===== src/rtl/loader_pkg.sv =====
// Shared types and constants for the UART instruction-memory loader.
// Holds FSM encodings for the frame parser and the byte receiver.
package loader_pkg;

  localparam int         IMEM_DEPTH      = 32;
  localparam logic [7:0] HEADER_BYTE_DEF = 8'hA5;

  typedef enum logic [2:0] {
    IDLE,
    COUNT,
    DATA,
    CHECK,
    DONE,
    ERR
  } ld_state_t;

  typedef enum logic [1:0] {
    RX_IDLE,
    RX_START,
    RX_BITS,
    RX_STOP
  } rx_state_t;

endpackage


===== src/rtl/uart_rx_byte.sv =====
// 8N1 UART byte receiver: 2-FF sync, mid-bit sampling, glitch-rejecting start check.
// rx_valid pulses one cycle after the stop-bit centre; no backpressure (byte is dropped if unused).
module uart_rx_byte
  import loader_pkg::*;
#(
  parameter int CLKS_PER_BIT = 868
) (
  input  logic       clk,
  input  logic       reset,
  input  logic       uart_rx,
  output logic       rx_valid,
  output logic [7:0] rx_data,
  output logic       rx_ferr
);

  localparam int CW = $clog2(CLKS_PER_BIT) + 1;

  logic          sync1, sync2, line_prev;
  logic [CW-1:0] tick;
  logic [2:0]    bit_idx;
  logic [7:0]    shreg;
  logic          tick_hit;
  rx_state_t     state, state_nxt;

  always_comb begin
    tick_hit = 1'b0;
    if (state == RX_START) tick_hit = (tick == CW'(CLKS_PER_BIT / 2 - 1));
    else                   tick_hit = (tick == CW'(CLKS_PER_BIT - 1));
  end

  always_comb begin
    state_nxt = state;
    case (state)
      RX_IDLE:  if (line_prev && !sync2) state_nxt = RX_START;
      // Line back high at the half-bit point means the edge was a glitch.
      RX_START: if (tick_hit) state_nxt = sync2 ? RX_IDLE : RX_BITS;
      RX_BITS:  if (tick_hit && bit_idx == 3'd7) state_nxt = RX_STOP;
      RX_STOP:  if (tick_hit) state_nxt = RX_IDLE;
      default:  state_nxt = RX_IDLE;
    endcase
  end

  always_ff @(posedge clk) begin
    if (reset) begin
      sync1     <= 1'b1;
      sync2     <= 1'b1;
      line_prev <= 1'b1;
      state     <= RX_IDLE;
      tick      <= '0;
      bit_idx   <= '0;
      shreg     <= '0;
      rx_valid  <= 1'b0;
      rx_data   <= '0;
      rx_ferr   <= 1'b0;
    end else begin
      sync1     <= uart_rx;
      sync2     <= sync1;
      line_prev <= sync2;
      state     <= state_nxt;
      rx_valid  <= 1'b0;
      rx_ferr   <= 1'b0;
      if (state == RX_IDLE || tick_hit) tick <= '0;
      else                              tick <= tick + 1'b1;
      if (state == RX_START) bit_idx <= '0;
      if (state == RX_BITS && tick_hit) begin
        shreg   <= {sync2, shreg[7:1]};
        bit_idx <= bit_idx + 1'b1;
      end
      if (state == RX_STOP && tick_hit) begin
        rx_valid <= 1'b1;
        rx_data  <= shreg;
        rx_ferr  <= !sync2;
      end
    end
  end

endmodule


===== src/rtl/imem_uart_loader.sv =====
// Parses A5/N/data/CHK frames from the UART and writes 32-bit words into IMEM, holding the CPU meanwhile.
// imem_we fires the cycle after each word's 4th byte; no backpressure, IMEM write port is always ready.
module imem_uart_loader
  import loader_pkg::*;
#(
  parameter int         CLKS_PER_BIT = 868,
  parameter int         TIMEOUT_CLKS = 10000000,
  parameter logic [7:0] HEADER_BYTE  = HEADER_BYTE_DEF
) (
  input  logic        clk,
  input  logic        reset,
  input  logic        uart_rx,
  output logic        imem_we,
  output logic [4:0]  imem_addr,
  output logic [31:0] imem_wdata,
  output logic        cpu_hold,
  output logic        load_done,
  output logic        load_error,
  output logic [5:0]  words_loaded
);

  localparam int TW = $clog2(TIMEOUT_CLKS + 1);

  logic          rx_valid, rx_ferr;
  logic [7:0]    rx_data;
  logic          rx_good, timeout_hit;
  logic [5:0]    count_n;
  logic [1:0]    byte_idx;
  logic [31:0]   word_buf;
  logic [7:0]    chk;
  logic [TW-1:0] to_cnt;
  ld_state_t     state, state_nxt;

  uart_rx_byte #(.CLKS_PER_BIT(CLKS_PER_BIT)) u_rx (
    .clk      (clk),
    .reset    (reset),
    .uart_rx  (uart_rx),
    .rx_valid (rx_valid),
    .rx_data  (rx_data),
    .rx_ferr  (rx_ferr)
  );

  assign rx_good     = rx_valid && !rx_ferr;
  assign timeout_hit = (to_cnt == TW'(TIMEOUT_CLKS - 1));
  assign cpu_hold    = (state == COUNT) || (state == DATA) || (state == CHECK);
  assign load_done   = (state == DONE);

  always_comb begin
    state_nxt = state;
    case (state)
      IDLE:  if (rx_good && rx_data == HEADER_BYTE) state_nxt = COUNT;
      COUNT: begin
        if (rx_valid) begin
          if (rx_ferr || rx_data == 8'd0 || rx_data > 8'(IMEM_DEPTH)) state_nxt = ERR;
          else                                                        state_nxt = DATA;
        end else if (timeout_hit) state_nxt = ERR;
      end
      DATA: begin
        if (rx_valid) begin
          if (rx_ferr) state_nxt = ERR;
          else if (byte_idx == 2'd3 && (words_loaded + 6'd1) == count_n) state_nxt = CHECK;
        end else if (timeout_hit) state_nxt = ERR;
      end
      CHECK: begin
        if (rx_valid) state_nxt = (!rx_ferr && rx_data == chk) ? DONE : ERR;
        else if (timeout_hit) state_nxt = ERR;
      end
      DONE:    state_nxt = IDLE;
      ERR:     state_nxt = IDLE;
      default: state_nxt = IDLE;
    endcase
  end

  always_ff @(posedge clk) begin
    if (reset) begin
      state        <= IDLE;
      imem_we      <= 1'b0;
      imem_addr    <= '0;
      imem_wdata   <= '0;
      load_error   <= 1'b0;
      words_loaded <= '0;
      count_n      <= '0;
      byte_idx     <= '0;
      word_buf     <= '0;
      chk          <= '0;
      to_cnt       <= '0;
    end else begin
      state   <= state_nxt;
      imem_we <= 1'b0;
      if (state == IDLE || rx_valid) to_cnt <= '0;
      else                           to_cnt <= to_cnt + 1'b1;

      if (state == IDLE && state_nxt == COUNT) begin
        load_error   <= 1'b0;
        words_loaded <= '0;
        chk          <= '0;
        byte_idx     <= '0;
      end
      if (state != ERR && state_nxt == ERR) load_error <= 1'b1;

      if (state == COUNT && rx_good) count_n <= rx_data[5:0];

      if (state == DATA && rx_good) begin
        chk                            <= chk ^ rx_data;
        word_buf[{byte_idx, 3'b000} +: 8] <= rx_data;
        byte_idx                       <= byte_idx + 1'b1;
        if (byte_idx == 2'd3) begin
          imem_we      <= 1'b1;
          imem_addr    <= words_loaded[4:0];
          imem_wdata   <= {rx_data, word_buf[23:0]};
          words_loaded <= words_loaded + 6'd1;
        end
      end
    end
  end

endmodule

===== config.mk =====
export PLATFORM = sky130hd
export DESIGN_NAME = imem_uart_loader
export DESIGN_NICKNAME = d
export VERILOG_FILES = /design/src/rtl/loader_pkg.sv /design/src/rtl/uart_rx_byte.sv /design/src/rtl/imem_uart_loader.sv
export SDC_FILE = /design/constraint.sdc
export NUM_CORES = 1
export LEC_CHECK = 0
export CAP_MARGIN = 30
export CORE_MARGIN = 2
export CORE_UTILIZATION = 60
export DETAILED_ROUTE_END_ITERATION = 7
export PLACE_DENSITY_LB_ADDON = 0.12
export SETUP_SLACK_MARGIN = 0.15
export SYNTH_ARGS = -nofsm -noshare
export SYNTH_HDL_FRONTEND = slang
export SYNTH_SLANG_ARGS = --single-unit

===== constraint.sdc =====
create_clock -name clk -period 3.95 [get_ports clk]
set_input_delay 0.79 -clock clk [delete_from_list [all_inputs] [get_ports clk]]
set_output_delay 0.79 -clock clk [all_outputs]
set_load 0.05 [all_outputs]

=== Word level (Yosys, flattened, before mapping) ===
Index checks and enable logic that the tools add are counted.

* Register bits: 157
* Output and inout port bits: 47
* Logic and storage cells: 118

* Add/subtract/negate cells: 6
* Order comparisons: 1
* Equality and inequality tests: 22
* Shifts and indexed selects: 2
* Mux-type cells: 31
* Bitwise gates (word level): 3
* Reduce and logical (&&, ||, !) cells: 32

{| class="wikitable"
|+ Operators with widths
! kind !! number
|-
| $bwmux 32 || 1
|-
| $shift 8x7->32 const A || 1
|-
| $shiftx 8x7->32 || 1
|-
| $mux 3 || 10
|-
| $add 24x1->24 const B || 1
|-
| $eq 24x24->1 const B || 1
|-
| $mux 6 || 3
|-
| $mux 8 || 2
|-
| $mux 2 || 7
|-
| $logic_and 1x1->1 || 12
|-
| $pmux 3 s4 || 1
|-
| $add 11x1->11 const B || 1
|-
| $eq 11x10->1 const B || 1
|-
| $eq 11x9->1 const B || 1
|-
| $eq 3x3->1 const B || 3
|-
| $eq 8x8->1 || 1
|-
| $eq 8x8->1 const B || 1
|-
| $gt 8x6->1 const B || 1
|-
| $logic_not 8->1 || 1
|-
| $ne 2x1->1 const B || 4
|-
| $pmux 2 s4 || 1
|-
| $reduce_or 2->1 || 4
|-
| $xor 8x8->8 || 1
|-
| $neg 5->7 || 1
|-
| 18 further kinds || 36
|}

=== Depth between registers and ports, before layout ===
* Word-level depth: 12
* Gate-level depth with buffers: 8

=== Hierarchy ===
Synthesis repeated with hierarchy kept, for this count alone.

* Cell total of the unflattened synthesis: 742
* Area, all modules: 6,446.2 µm²

{| class="wikitable"
|+ Modules (own cells, without submodules)
! module !! instances !! cells each !! area an instance (µm²) !! seq. area each (µm²)
|-
| imem_uart_loader || 1 || 589 || 4,917.2 || 2,242.2
|-
| uart_rx_byte || 1 || 153 || 1,529.0 || 740.7
|}

=== Worst setup path before layout ===
OpenSTA, ideal clock, no wires.

* Path kind: register -> register
* From: register words_loaded[0]
* To: register words_loaded[3]
* Arrival time: 2,167 ps
* Setup slack: 1,695 ps
* Stages on the path, launching flop included: 9
* Buffers on the path: 1
* Cells stage by stage: dfxtp_1 -> ha_1 -> and3_1 -> xnor2_1 -> nor3_1 -> o32ai_2 -> a21oi_2 -> buf_6 -> nor4_4

* Word-level cells in the longest chain between the ends: 12

{| class="wikitable"
|+ RTL lines
! item !! RTL line !! text
|-
| start: declaration || imem_uart_loader.sv:19 || <nowiki>output logic [5:0] words_loaded</nowiki>
|-
| start signal: assignment || imem_uart_loader.sv:111 || <nowiki>words_loaded <= words_loaded + 6'd1;</nowiki>
|-
| $add 6x1->6 (*) || imem_uart_loader.sv:61, imem_uart_loader.sv:111 ||
|-
| $eq 6x6->1 || imem_uart_loader.sv:61 || <nowiki>else if (byte_idx == 2'd3 && (words_loaded + 6'd1) == count_n) state_nxt = CHECK;</nowiki>
|-
| $logic_and 1x1->1 || imem_uart_loader.sv:61 ||
|-
| $mux 3 || imem_uart_loader.sv:61 ||
|-
| $mux 3 || imem_uart_loader.sv:60 || <nowiki>if (rx_ferr) state_nxt = ERR;</nowiki>
|-
| $mux 3 || imem_uart_loader.sv:59 || <nowiki>if (rx_valid) begin</nowiki>
|-
| $pmux 3 s4 || imem_uart_loader.sv:50 || <nowiki>case (state)</nowiki>
|-
| $eq 3x1->1 || imem_uart_loader.sv:93 || <nowiki>if (state == IDLE && state_nxt == COUNT) begin</nowiki>
|-
| $logic_and 1x1->1 || imem_uart_loader.sv:93 ||
|-
| $mux 6 || imem_uart_loader.sv:93 ||
|-
| $mux 6 || imem_uart_loader.sv:107 || <nowiki>if (byte_idx == 2'd3) begin</nowiki>
|-
| $mux 6 (*) || imem_uart_loader.sv:103 || <nowiki>if (state == DATA && rx_good) begin</nowiki>
|}

Every way passes the cells marked *; elsewhere a longest branch is shown, timed or not.
A chain may end at the register's enable or synchronous reset.

=== Worst setup path after layout ===
* From: register state[1]
* To: output load_done

* Word-level cells in the longest chain between the ends: 1

{| class="wikitable"
|+ RTL lines
! item !! RTL line !! text
|-
| start: declaration || imem_uart_loader.sv:32 || <nowiki>ld_state_t state, state_nxt;</nowiki>
|-
| start signal: assignment || imem_uart_loader.sv:88 || <nowiki>state <= state_nxt;</nowiki>
|-
| $eq 3x3->1 || imem_uart_loader.sv:46 || <nowiki>assign load_done = (state == DONE);</nowiki>
|-
| end: declaration || imem_uart_loader.sv:17 || <nowiki>output logic load_done,</nowiki>
|}

Every way passes these cells.

==> report_table.html <==
<table>
<tr><th>Metric</th><th>Value</th></tr>
<tr><th colspan="2">Route</th></tr>
<tr><td>Initial drt markers</td><td>roughly 330</td></tr>
<tr><td>Routed len/inst</td><td>approximately 15 um</td></tr>
<tr><td>Detailed-route vias per instance</td><td>5.63</td></tr>
<tr><td>Post-DRT Antenna Nets</td><td>0</td></tr>
<tr><td>Total Routed Length</td><td>between 10 and 15 mm</td></tr>
<tr><td>Total vias in the final route</td><td>around 5,200</td></tr>
<tr><td>DR pass1 iterations</td><td>6</td></tr>
<tr><td>Drt drc</td><td>0</td></tr>
<tr><th colspan="2">Timing</th></tr>
<tr><td>Final Hold Viols</td><td>0</td></tr>
<tr><td>Peak clock frequency supported by timing</td><td>~330 MHz</td></tr>
<tr><td>Worst slew margin</td><td>30.9%</td></tr>
<tr><td>Unrepaired setup endpoints after global routing</td><td>false</td></tr>
<tr><td>Number of setup violations in the final report</td><td>0</td></tr>
<tr><td>Sum Neg Setup Slack</td><td>0 ns</td></tr>
<tr><td>Number of slew-limit violations in the final report</td><td>0</td></tr>
<tr><td>Final period utilization</td><td>~76%</td></tr>
<tr><td>Slew at the pin closest to its max-slew limit</td><td>roughly 1.0 ns</td></tr>
<tr><td>Final worst clock skew</td><td>0.00782 ns</td></tr>
<tr><td>Final Critical Period</td><td>3.01 ns</td></tr>
<tr><th colspan="2">Setup path</th></tr>
<tr><td>Top cell family by delay on the critical path</td><td>buffers and inverters</td></tr>
<tr><td>Critical register-to-register path endpoint</td><td>imem_wdata[13]</td></tr>
<tr><td>Critical-path cell with the highest stage delay</td><td>clkdlybuf4s50_1</td></tr>
<tr><td>Worst-path fanout max</td><td>9</td></tr>
<tr><td>Worst Reg-to-Reg Cells</td><td>6</td></tr>
<tr><td>Number of stages on the worst setup path</td><td>3</td></tr>
<tr><td>Delay of the slowest cell on the worst path</td><td>0.79 ns</td></tr>
<tr><td>Buffers and inverters on the worst path</td><td>1</td></tr>
<tr><td>Crit path arrival time</td><td>2.22 ns</td></tr>
<tr><td>CP Launch Type</td><td>flip-flop</td></tr>
<tr><td>Crit Path Category</td><td>reg -&gt; out</td></tr>
<tr><td>Setup slack, reg-to-reg</td><td>~1.5 ns</td></tr>
<tr><td>Timing endpoint of the critical path</td><td>load_done</td></tr>
<tr><td>Worst endpoint required time</td><td>3.16 ns</td></tr>
<tr><td>Crit. Startpoint</td><td>state[1]</td></tr>
<tr><td>Crit-path cells</td><td>nor2_1, and2_1, clkdlybuf4s50_1</td></tr>
<tr><td>Element type at the critical path end</td><td>primary output</td></tr>
<tr><td>Beginning of the worst register-to-register path</td><td>u_rx.rx_valid</td></tr>
<tr><th colspan="2">Synthesis</th></tr>
<tr><td>Ranking of synthesized cells by area</td><td>dfxtp_1, nand2_1, a21oi_1, xor2_1, nor2_1</td></tr>
<tr><td>Gate Count Post-Synth</td><td>750</td></tr>
<tr><td>Cell area after synthesis</td><td>6450 um2</td></tr>
<tr><td>Largest area contributor in the netlist</td><td>dfxtp_1</td></tr>
<tr><td>Register bit count reported by yosys</td><td>149</td></tr>
<tr><td>Synth unique cells</td><td>56</td></tr>
<tr><td>Yosys Warn Count</td><td>0</td></tr>
<tr><td>Area share of the largest cell type after synthesis</td><td>46.2%</td></tr>
<tr><td>Total nets after synthesis</td><td>763</td></tr>
<tr><td>Syn_area_per_cell</td><td>8.61 um2</td></tr>
<tr><td>Seq/Total Area, Yosys</td><td>46.2%</td></tr>
<tr><th colspan="2">CTS</th></tr>
<tr><td>Root Driver</td><td>clkbuf_8</td></tr>
<tr><td>Number of buffers added by the clock tree synthesis step</td><td>17</td></tr>
<tr><td>Clock-pin slew on the worst setup and hold paths</td><td>roughly 0.060 ns</td></tr>
<tr><td>Total of hold buffers inserted after clock tree synthesis</td><td>0</td></tr>
<tr><td>Clock Latency Late Sink</td><td>0.54 ns</td></tr>
<tr><td>TritonCTS clock tree</td><td>yes</td></tr>
<tr><td>Post-CTS Repair Setup Buffers</td><td>0</td></tr>
<tr><td>H-Tree Level Count</td><td>4</td></tr>
<tr><td>Number of sinks handled by clock tree synthesis</td><td>approximately 150</td></tr>
<tr><td>Clock Path Buffers</td><td>2</td></tr>
<tr><td>Number of resized instances in the post-cts repair step</td><td>0</td></tr>
<tr><th colspan="2">Finish</th></tr>
<tr><td>Net count reported at finish</td><td>between 700 and 800</td></tr>
<tr><td>Area delta synth-&gt;final</td><td>15.6%</td></tr>
<tr><td>Post-route cell area</td><td>7460 um2</td></tr>
<tr><td>Fill cell instance count of the final layout</td><td>~820</td></tr>
<tr><td>Ant. Diodes</td><td>0</td></tr>
<tr><td>Layout cells sized above 1</td><td>around 7.6%</td></tr>
<tr><th colspan="2">GRT</th></tr>
<tr><td>Initial antenna violation count</td><td>0</td></tr>
<tr><td>Remaining global-route overflow</td><td>0</td></tr>
<tr><td>Number of global-route vias before repair</td><td>4,756</td></tr>
<tr><td>Maximum number of pins on one net before global-route repair</td><td>88</td></tr>
<tr><td>Total global-route track usage</td><td>25.3%</td></tr>
<tr><td>First-pass GRT wire length</td><td>roughly 23 mm</td></tr>
<tr><th colspan="2">Floorplanning</th></tr>
<tr><td>Chip Width</td><td>108 um</td></tr>
<tr><td>Initial standard-cell utilization of the core</td><td>62.2%</td></tr>
<tr><td>DIE HEIGHT</td><td>108 um</td></tr>
<tr><td>Die area</td><td>11,600 um2</td></tr>
<tr><td>Core region area</td><td>between 10,000 and 15,000 um2</td></tr>
<tr><td>IO Count</td><td>50</td></tr>
<tr><td>Floorplan row count</td><td>37</td></tr>
<tr><th colspan="2">Power</th></tr>
<tr><td>Maximum resistive drop on vdd</td><td>around 0.00036 V</td></tr>
<tr><td>Static leakage</td><td>2.63 nW</td></tr>
<tr><td>Power per cell area</td><td>about 410 nW/um2</td></tr>
<tr><th colspan="2">Hold path</th></tr>
<tr><td>Type of the most critical hold path</td><td>reg -&gt; reg</td></tr>
<tr><th colspan="2">Placement</th></tr>
<tr><td>Global placer's final weighted congestion</td><td>around 0.87</td></tr>
<tr><td>Port buffer count</td><td>between 40 and 50</td></tr>
<tr><td>Cell area reported after detailed placement</td><td>6890 um2</td></tr>
<tr><td>Post-DP HPWL</td><td>between 9 and 10 mm</td></tr>
<tr><th colspan="2">Outcome</th></tr>
<tr><td>Run status</td><td>finished clean</td></tr>
<tr><th colspan="2">Run</th></tr>
<tr><td>Number of maximum-capacitance violations</td><td>0</td></tr>
</table>
## worst min path at each step
stage / cells past startpoint / slack [ns] / endpoint / startpoint
after floorplan: 1 / 0.39 / u_rx.sync2 / u_rx.sync1
after global placement: 1 / 0.40 / u_rx.sync2 / u_rx.sync1
after detailed placement: 1 / 0.40 / u_rx.sync2 / u_rx.sync1
after CTS: 1 / 0.41 / u_rx.sync2 / u_rx.sync1
after global routing: 1 / 0.42 / u_rx.sync2 / u_rx.sync1
final: 1 / 0.41 / u_rx.sync2 / u_rx.sync1
## cell families after synthesis
family / after synthesis / synth area share [%]
AND/OR/NAND/NOR: 347 / 26.6
XOR/XNOR: 51 / 6.92
flip-flops: 149 / 46.2
adder cells (fa/ha/maj): 10 / 1.94
multiplexers: 25 / 3.88
buffers and inverters: 61 / 4.44
AO/OA/AOI/OAI: 107 / 10.1
## area by class of cell
type / instances / area [um2] / area share, %
clock inverter: 13 / 133 / 1.78
timing repair buffer: 53 / 518 / 6.94
multi-input combinational: 540 / 3190 / 42.8
clock buffer: 19 / 442 / 5.92
inverter: 7 / 26.3 / 0.352
tap: 136 / 170 / 2.28
sequential: 149 / 2980 / 40.0
## sequential cells by signal, summed over array words and instances, names as in the netlist, 5 cells and up, named ones only
signal	cells
chk	8
imem_addr	5
count_n	6
word_buf	24
words_loaded	6
u_rx.tick	11
imem_wdata	32
u_rx.shreg	8
to_cnt	24
u_rx.rx_data	8
## layer usage
metal | track usage [%] | vias to the layer above | routed length (um)
met5 | 0 | - | 0
met1 | 33.8 | 2394 | 6520
li1 | - | 2599 | -
met2 | 38.9 | 135 | 6510
met4 | 11.4 | 0 | 335
met3 | 6.17 | 36 | 669
## synthesized netlist by cell type (all sizes together)
| cell | n |
|---|---|
| a2111oi | 3 |
| and4 | 4 |
| a31oi | 3 |
| nor2 | 73 |
| buf | 25 |
| nand4b | 1 |
| a211oi | 2 |
| xnor2 | 13 |
| or2 | 4 |
| nand2 | 131 |
| a221oi | 1 |
| nor2b | 8 |
| dfxtp | 149 |
| nor4bb | 1 |
| or4 | 1 |
| o21ai | 10 |
| nand4bb | 1 |
| a311oi | 2 |
| a21boi | 1 |
| o32ai | 1 |
| a2bb2oi | 2 |
| nand4 | 30 |
| mux2i | 25 |
| a32oi | 1 |
| inv | 7 |
| nor4 | 9 |
| and2 | 7 |
| and3b | 1 |
| nor3 | 17 |
| or3 | 9 |
| a21oi | 76 |
| and3 | 12 |
| a41oi | 2 |
| nand2b | 6 |
| nand3 | 21 |
| nor3b | 8 |
| xor2 | 38 |
| clkbuf | 29 |
| a41o | 1 |
| o221a | 1 |
| ha | 10 |
| o21a | 1 |
| nand3b | 3 |
## layout by cell type, fill, tap and decap left out, types with 3 or more instances in the layout
cell type,synthesis,layout
nand4_1,30,30
nor4_1,7,7
or2_2,4,4
clkinvlp_4,0,4
or3_1,8,8
nor3_1,15,14
nand2b_1,6,6
nand2_1,129,129
and3_1,11,11
clkbuf_16,0,16
a21oi_1,75,75
buf_4,2,5
nor3b_1,8,8
ha_1,10,10
clkdlybuf4s50_1,0,48
nor3_2,2,3
clkinv_2,0,5
a31oi_1,3,3
nor2b_1,8,8
and4_1,4,4
clkbuf_8,0,3
xor2_1,38,38
and2_1,6,6
mux2i_1,25,25
xnor2_1,13,13
nand3b_1,3,3
nand3_1,21,21
nor2_1,72,72
o21ai_0,8,8
inv_1,7,7
dfxtp_1,149,149
## where the power goes
part	internal (mW)	leakage [nW]	switching, mW	total [mW]
Combinational	0.0104	1.15	0.0260	0.0364
Sequential	1.51	1.20	0.00419	1.51
Clock	0.927	0.275	0.618	1.55
Total	2.44	2.63	0.649	3.09
## per-stage QoR
stage | utilization (%) | hold WS, ns | power, mW | setup slack (ns) | instances
2_1_floorplan | - | 0.389 | 1.57 | 1.70 | 750
3_3_place_gp | 66.4 | 0.397 | 1.58 | 1.52 | 885
3_5_place_dp | 66.4 | 0.399 | 1.58 | 1.49 | 885
4_1_cts | 72.0 | 0.413 | 3.12 | 0.939 | 917
5_1_grt | 72.0 | 0.421 | 3.19 | 0.871 | 917
6_report | 72.0 | 0.408 | 3.09 | 0.942 | 917
No activity file was read; power rests on OpenSTA's default activity.
